--- src/rtl/mips_pkg.sv ---
// Shared definitions for the execute-stage HI/LO unit: function codes,
// FSM state encoding, operand width and a conditional-negate helper.
package mips_pkg;

    localparam int XLEN = 32;

    // ALUFn function codes handled by the HI/LO unit
    localparam logic [5:0] FN_MFHI  = 6'h10;
    localparam logic [5:0] FN_MTHI  = 6'h11;
    localparam logic [5:0] FN_MFLO  = 6'h12;
    localparam logic [5:0] FN_MTLO  = 6'h13;
    localparam logic [5:0] FN_MULT  = 6'h18;
    localparam logic [5:0] FN_MULTU = 6'h19;
    localparam logic [5:0] FN_DIV   = 6'h1A;
    localparam logic [5:0] FN_DIVU  = 6'h1B;

    typedef enum logic [1:0] {
        ST_IDLE = 2'd0,
        ST_PREP = 2'd1,
        ST_CALC = 2'd2,
        ST_FIX  = 2'd3
    } state_e;

    // Two's-complement negate when neg is set, pass-through otherwise
    function automatic logic [XLEN-1:0] cond_neg(input logic [XLEN-1:0] v, input logic neg);
        logic [XLEN-1:0] r;
        if (neg) begin
            r = -v;
        end else begin
            r = v;
        end
        return r;
    endfunction

endpackage

--- src/rtl/muldiv_datapath.sv ---
// One iteration of the HI/LO arithmetic on a 2*XLEN accumulator.
// Multiply: acc = {partial product, remaining multiplier bits}; shift-add right.
// Divide:   acc = {partial remainder, dividend/quotient bits}; restoring step left.
module muldiv_datapath #(
    parameter int XLEN = 32
) (
    input  logic              is_div,
    input  logic [2*XLEN-1:0] acc_in,
    input  logic [XLEN-1:0]   opnd,
    output logic [2*XLEN-1:0] acc_out
);

    logic [XLEN:0]   add_s;
    logic [XLEN:0]   part_s;
    logic            ge_s;
    logic [XLEN-1:0] diff_s;

    // Single shift-add or restoring-subtract step selected by operation type
    always_comb begin
        // Multiplicand is added when the current multiplier LSB is set; carry kept in bit XLEN
        if (acc_in[0]) begin
            add_s = {1'b0, acc_in[2*XLEN-1:XLEN]} + {1'b0, opnd};
        end else begin
            add_s = {1'b0, acc_in[2*XLEN-1:XLEN]};
        end
        // Remainder shifted left with the next dividend bit; can be XLEN+1 bits wide
        part_s = acc_in[2*XLEN-1:XLEN-1];
        ge_s   = (part_s >= {1'b0, opnd});
        // True difference is below 2**XLEN whenever it is used, so modular XLEN math suffices
        diff_s = part_s[XLEN-1:0] - opnd;
        if (is_div) begin
            if (ge_s) begin
                acc_out = {diff_s, acc_in[XLEN-2:0], 1'b1};
            end else begin
                acc_out = {acc_in[2*XLEN-2:0], 1'b0};
            end
        end else begin
            acc_out = {add_s, acc_in[XLEN-1:1]};
        end
    end

endmodule

--- src/rtl/mul_div_unit.sv ---
// Execute-stage HI/LO unit: iterative MULT/MULTU/DIV/DIVU, single-cycle
// MTHI/MTLO, combinational MFHI/MFLO read port and a busy stall signal.
module mul_div_unit #(
    parameter int XLEN = 32,
    parameter int ITER = 32
) (
    input  logic            clk,
    input  logic            rst_n,
    input  logic            start,
    input  logic [5:0]      ALUFn,
    input  logic            flush,
    input  logic [XLEN-1:0] a,
    input  logic [XLEN-1:0] b,
    output logic            busy,
    output logic            done,
    output logic [XLEN-1:0] hi,
    output logic [XLEN-1:0] lo,
    output logic [XLEN-1:0] rd_data
);
    import mips_pkg::*;

    localparam int CW = $clog2(ITER);
    localparam logic [CW-1:0] CNT_LAST = CW'(ITER - 1);

    state_e            state_q, state_d;
    logic [CW-1:0]     cnt_q, cnt_d;
    logic [XLEN-1:0]   hi_q, hi_d, lo_q, lo_d;
    logic              done_q, done_d;
    logic              is_div_q, is_div_d;
    logic              is_signed_q, is_signed_d;
    logic [XLEN-1:0]   a_q, a_d, b_q, b_d;
    logic [XLEN-1:0]   opnd_q, opnd_d;
    logic [2*XLEN-1:0] acc_q, acc_d;
    logic              neg_lo_q, neg_lo_d;
    logic              neg_hi_q, neg_hi_d;
    logic              dz_q, dz_d;

    logic              a_neg_s, b_neg_s;
    logic [XLEN-1:0]   a_abs_s, b_abs_s;
    logic [2*XLEN-1:0] acc_step_s;

    muldiv_datapath #(.XLEN(XLEN)) u_datapath (
        .is_div (is_div_q),
        .acc_in (acc_q),
        .opnd   (opnd_q),
        .acc_out(acc_step_s)
    );

    // FSM next state, operand preparation, iteration and HI/LO write-back
    always_comb begin
        state_d     = state_q;
        cnt_d       = cnt_q;
        hi_d        = hi_q;
        lo_d        = lo_q;
        done_d      = 1'b0;
        is_div_d    = is_div_q;
        is_signed_d = is_signed_q;
        a_d         = a_q;
        b_d         = b_q;
        opnd_d      = opnd_q;
        acc_d       = acc_q;
        neg_lo_d    = neg_lo_q;
        neg_hi_d    = neg_hi_q;
        dz_d        = dz_q;

        a_neg_s = is_signed_q & a_q[XLEN-1];
        b_neg_s = is_signed_q & b_q[XLEN-1];
        a_abs_s = cond_neg(a_q, a_neg_s);
        b_abs_s = cond_neg(b_q, b_neg_s);

        if (flush) begin
            // Abort: drop the operation without touching HI/LO
            state_d = ST_IDLE;
        end else begin
            case (state_q)
                ST_IDLE: begin
                    if (start) begin
                        case (ALUFn)
                            FN_MTHI: hi_d = a;
                            FN_MTLO: lo_d = a;
                            FN_MULT, FN_MULTU, FN_DIV, FN_DIVU: begin
                                a_d         = a;
                                b_d         = b;
                                is_div_d    = ALUFn[1];
                                is_signed_d = ~ALUFn[0];
                                state_d     = ST_PREP;
                            end
                            default: state_d = ST_IDLE;
                        endcase
                    end else begin
                        state_d = ST_IDLE;
                    end
                end
                ST_PREP: begin
                    // Work on magnitudes; the dividend/multiplier sits in the low half
                    acc_d    = {{XLEN{1'b0}}, (is_div_q ? a_abs_s : b_abs_s)};
                    opnd_d   = is_div_q ? b_abs_s : a_abs_s;
                    neg_lo_d = a_neg_s ^ b_neg_s;
                    neg_hi_d = a_neg_s;
                    dz_d     = is_div_q & (b_q == {XLEN{1'b0}});
                    cnt_d    = {CW{1'b0}};
                    state_d  = ST_CALC;
                end
                ST_CALC: begin
                    acc_d = acc_step_s;
                    cnt_d = cnt_q + {{(CW-1){1'b0}}, 1'b1};
                    if (cnt_q == CNT_LAST) begin
                        state_d = ST_FIX;
                    end else begin
                        state_d = ST_CALC;
                    end
                end
                ST_FIX: begin
                    if (dz_q) begin
                        // Divide by zero returns all-ones quotient and the raw dividend
                        hi_d = a_q;
                        lo_d = {XLEN{1'b1}};
                    end else if (is_div_q) begin
                        lo_d = cond_neg(acc_q[XLEN-1:0], neg_lo_q);
                        hi_d = cond_neg(acc_q[2*XLEN-1:XLEN], neg_hi_q);
                    end else if (neg_lo_q) begin
                        {hi_d, lo_d} = -acc_q;
                    end else begin
                        {hi_d, lo_d} = acc_q;
                    end
                    done_d  = 1'b1;
                    state_d = ST_IDLE;
                end
                default: state_d = ST_IDLE;
            endcase
        end
    end

    // State and datapath registers
    always_ff @(posedge clk or negedge rst_n) begin
        if (!rst_n) begin
            state_q     <= ST_IDLE;
            cnt_q       <= {CW{1'b0}};
            hi_q        <= {XLEN{1'b0}};
            lo_q        <= {XLEN{1'b0}};
            done_q      <= 1'b0;
            is_div_q    <= 1'b0;
            is_signed_q <= 1'b0;
            a_q         <= {XLEN{1'b0}};
            b_q         <= {XLEN{1'b0}};
            opnd_q      <= {XLEN{1'b0}};
            acc_q       <= {(2*XLEN){1'b0}};
            neg_lo_q    <= 1'b0;
            neg_hi_q    <= 1'b0;
            dz_q        <= 1'b0;
        end else begin
            state_q     <= state_d;
            cnt_q       <= cnt_d;
            hi_q        <= hi_d;
            lo_q        <= lo_d;
            done_q      <= done_d;
            is_div_q    <= is_div_d;
            is_signed_q <= is_signed_d;
            a_q         <= a_d;
            b_q         <= b_d;
            opnd_q      <= opnd_d;
            acc_q       <= acc_d;
            neg_lo_q    <= neg_lo_d;
            neg_hi_q    <= neg_hi_d;
            dz_q        <= dz_d;
        end
    end

    // MFHI/MFLO read mux
    always_comb begin
        case (ALUFn)
            FN_MFHI: rd_data = hi_q;
            FN_MFLO: rd_data = lo_q;
            default: rd_data = {XLEN{1'b0}};
        endcase
    end

    assign busy = (state_q != ST_IDLE);
    assign done = done_q;
    assign hi   = hi_q;
    assign lo   = lo_q;

endmodule

--- config.mk ---
export PLATFORM = sky130hd
export DESIGN_NAME = mul_div_unit
export DESIGN_NICKNAME = d
export VERILOG_FILES = /design/src/rtl/mips_pkg.sv /design/src/rtl/muldiv_datapath.sv /design/src/rtl/mul_div_unit.sv
export SDC_FILE = /design/constraint.sdc
export NUM_CORES = 1
export LEC_CHECK = 0
export BUFFER_PORTS_ARGS = -buffer_cell sky130_fd_sc_hd__buf_2
export CORE_MARGIN = 8
export CORE_UTILIZATION = 37
export CTS_BUF_LIST = sky130_fd_sc_hd__clkbuf_16
export DETAILED_ROUTE_END_ITERATION = 16
export GPL_TIMING_DRIVEN = 0
export SLEW_MARGIN = 10
export SYNTH_ARGS = -nofsm -noshare
export SYNTH_HDL_FRONTEND = slang
export SYNTH_HIERARCHICAL = 1
export SYNTH_SLANG_ARGS = --single-unit
--- constraint.sdc ---
create_clock -name clk -period 6.7 [get_ports clk]
set_clock_uncertainty 0.1 [all_clocks]
set_input_delay 0.67 -clock clk [delete_from_list [all_inputs] [get_ports clk]]
set_output_delay 0.67 -clock clk [all_outputs]
set_load 0.02 [all_outputs]
==> metrics.yaml <==
r2r_cells: 13
drt_wl_total_mm: 87.52
h-tree-depth: 1
hold_start: "b[9]"
cts_tree: "yes"
setup_viol: 0
clock_sinks: 237
drc: 0
ys.flop_type: "dfrtp_1"
yosys.area.top_type: "dfrtp_1"
grt_start_max_net_pins: 107
r2r-end: "acc_q[59]"
cts-buffers-inserted: 28
antenna_found_initial: 2
grt_pass1_wl_mm: 128.0
fillers: 5397
initial_utilization_pct: 37.18
coreArea_mm2: 0.05213
gr-usage-all-layers_pct: 27.87
drv_cap: 0
min_path_type: "in2reg"
vias: 20360
cp_data_arrival_time_ns: 4.52
rows: 84
grt_overflow: 0
ys_top_cells_by_area: "dfrtp_1 (31%), mux2_2 (5.3%), nand2_1 (5.2%), xnor2_1 (5.2%), ha_1 (4.8%)"
status: "complete, no violations"
ff2ff_setup_slack_ns: 2.56
min_to: "b_q[9]"
min_period_ns: 4.139
ys_async_sr_fraction_pct: 100.0
wl_per_cell_um: 26.75
nets: 2712
cts.path.max_buffers: 3
power_density_mw_per_mm2: 312.0
avgSynthCellArea_um2: 8.219
final_area_mm2: 0.02218
slew_headroom_pct: 13.15
end_kind: "register"
slew_viol_final: 0
ys_seq_area_share_pct: 30.60
io_pins: 172
synth_top_area_share_pct: 30.60
drt_iter0_drc: 2198
routabilityCongestion: 1.008
clock_latency_ns: 0.59
firstDrtPassIters: 6
timing.rr.start: "acc_q[37]"
drt.antenna.violating_nets: 0
cts-root-buf: "clkbuf_16"
die-area_mm2: 0.05996
hold_viol_final: 0
numPortBuffers: 170
ctsResizeCount: 0
die_x_um: 244.9
grt_pass1_vias: 19250
synth_enable_flop_cells: 0
min_period_over_period_pct: 61.78
cp_data_required_time_ns: 7.08
p_leak_nw: 10.01
fp.dieH_um: 244.9
netlist_instances: 2358
place_area_mm2: 0.02117
layout-drive-gt1-share_pct: 14.17
synthesis.nets: 2509
area_delta_synth_final_pct: 14.42
crit_fanout: 10
synth_area_mm2: 0.01938
ys_types: 95
post-dp-hpwl_mm: 70.58
min_path_cells: 3
final.setup.tns_ns: 0
ys_seq_elements: 237
startpoint_type: "register"
max_freq_ghz: 0.2416
worst_slew_pin_slew_ns: 1.297
clk_pin_slew_worst_paths_ns: 0.07
vias_per_cell: 6.221
ir_drop_v: 0.0002052
criticalPathCategory: "reg2reg"
synth_warnings: 6
rsz0062_at_grt: "false"
metrics by stage:
stage               util, %  setup WS, ns  instances  total power [W]  hold slack [ns]
detailed placement    40.60         2.699       3218         0.005139           0.3665
CTS                   42.54         2.663       3271         0.006836           0.1725
finish                42.54         2.561       3272         0.006918           0.1921
global route          42.54         2.431       3271         0.007201           0.2064
global placement      40.46        0.4184       3216         0.005117           0.3587
floorplan                 -         3.559       2358         0.003985           0.2744
registers in the layout, indices dropped and copies added, names as in the netlist:
| register | cells |
|---|---|
| acc_q | 64 |
| a_q | 32 |
| b_q | 32 |
| hi | 32 |
| lo | 32 |
| opnd_q | 32 |
| cnt_q | 5 |
| state_q | 2 |
| done | 1 |
| dz_q | 1 |
| is_div_q | 1 |
| is_signed_q | 1 |
| neg_hi_q | 1 |
| neg_lo_q | 1 |
kinds of logic (layout without fill, tap and decap cells):
| logic type | Yosys count | count (layout) | share of synthesized area [%] |
|---|---|---|---|
| multiplexers | 149 | 149 | 8.321 |
| flip-flops | 237 | 237 | 30.60 |
| AND/OR/NAND/NOR | 799 | 799 | 19.83 |
| AO/OA/AOI/OAI | 705 | 705 | 24.28 |
| adder cells (fa/ha/maj) | 77 | 77 | 5.048 |
| buffers and inverters | 234 | 459 | 4.829 |
| XOR/XNOR | 157 | 157 | 7.095 |
| other | 0 | 1 | 0 |
where the power goes:
part	switching [W]	internal (W)	total [W]
registers	0.000476	0.00165	0.00213
clock network	0.000667	0.00103	0.00169
logic	0.00195	0.00114	0.00310
total	0.00310	0.00382	0.00692
routing by layer:
metal,GRT usage [%],routed length [um],vias to the layer above
met2,41.91,37670,1003
li1,-,-,9088
met4,11.76,4120,0
met5,0,0,-
met1,38.79,37940,10060
met3,5.326,7781,201
critical path, stage by stage, from the launching register on:
cell      delay, ns
dfrtp_1        0.66
ha_1           0.39
a21o_1         0.21
a31oi_1        0.21
a21oi_1        0.17
o31ai_1        0.61
nand2_1        0.27
a31oi_4        0.31
buf_6          0.20
nor4b_1        0.07
a211oi_1       0.53
a211oi_2       0.14
nand3_1        0.11
nand2_1        0.06
Yosys cell counts, types with 16 or more instances:
master    count
nor4_1       29
nor2_1      196
clkbuf_1    117
a21oi_1     184
xnor2_1     114
nand3_1      79
o31ai_1      21
nor2b_1      28
a211oi_1     28
and3_1       30
or3_1        21
nand2_1     268
ha_1         75
inv_1        84
o211ai_1     17
a31oi_1      37
mux2_2       92
a21o_1       39
a221oi_1     16
xor2_1       43
nor3_1       46
mux2i_1      55
o22ai_1      41
dfrtp_1     237
o21ai_0     150
o221ai_1     33
nand4_1      17
area by class of cell:
class | instances | area (um^2) | area share [%]
inverters | 87 | 326.6 | 1.473
multi-input cells | 1887 | 12520 | 56.47
flip-flops and latches | 237 | 5931 | 26.74
clock inverters | 24 | 297.8 | 1.343
repair buffers | 173 | 925.9 | 4.175
clock buffers | 28 | 700.7 | 3.160
diodes | 1 | 2.502 | 0.01128
plain buffers | 147 | 609.3 | 2.748
well taps | 688 | 860.8 | 3.882
how the worst max path moves through the flow:
stage                   start   endpoint  slack, ns  cells after the start
CTS                 acc_q[37]  acc_q[59]       2.66                     13
floorplan           acc_q[31]  acc_q[60]       3.56                     15
global route        acc_q[36]  acc_q[59]       2.43                     12
detailed placement  acc_q[37]  acc_q[59]       2.70                     13
global placement        rst_n    b_q[26]       0.42                      1
finish              acc_q[37]  acc_q[59]       2.56                     13
repair_timing:
action	in CTS	in global routing
hold buffers	1	0
setup buffers	0	0
hold endpoints to repair	41	0
placed cells by master (no fill, tap or decap), types with 90 or more instances in the layout:
master    instances
dfrtp_1         237
xnor2_1         114
clkbuf_1        117
nor2_1          196
o21ai_0         150
a21oi_1         184
inv_1            90
nand2_1         268
buf_2           176
mux2_2           92
Power figures use the tool's default switching activity.
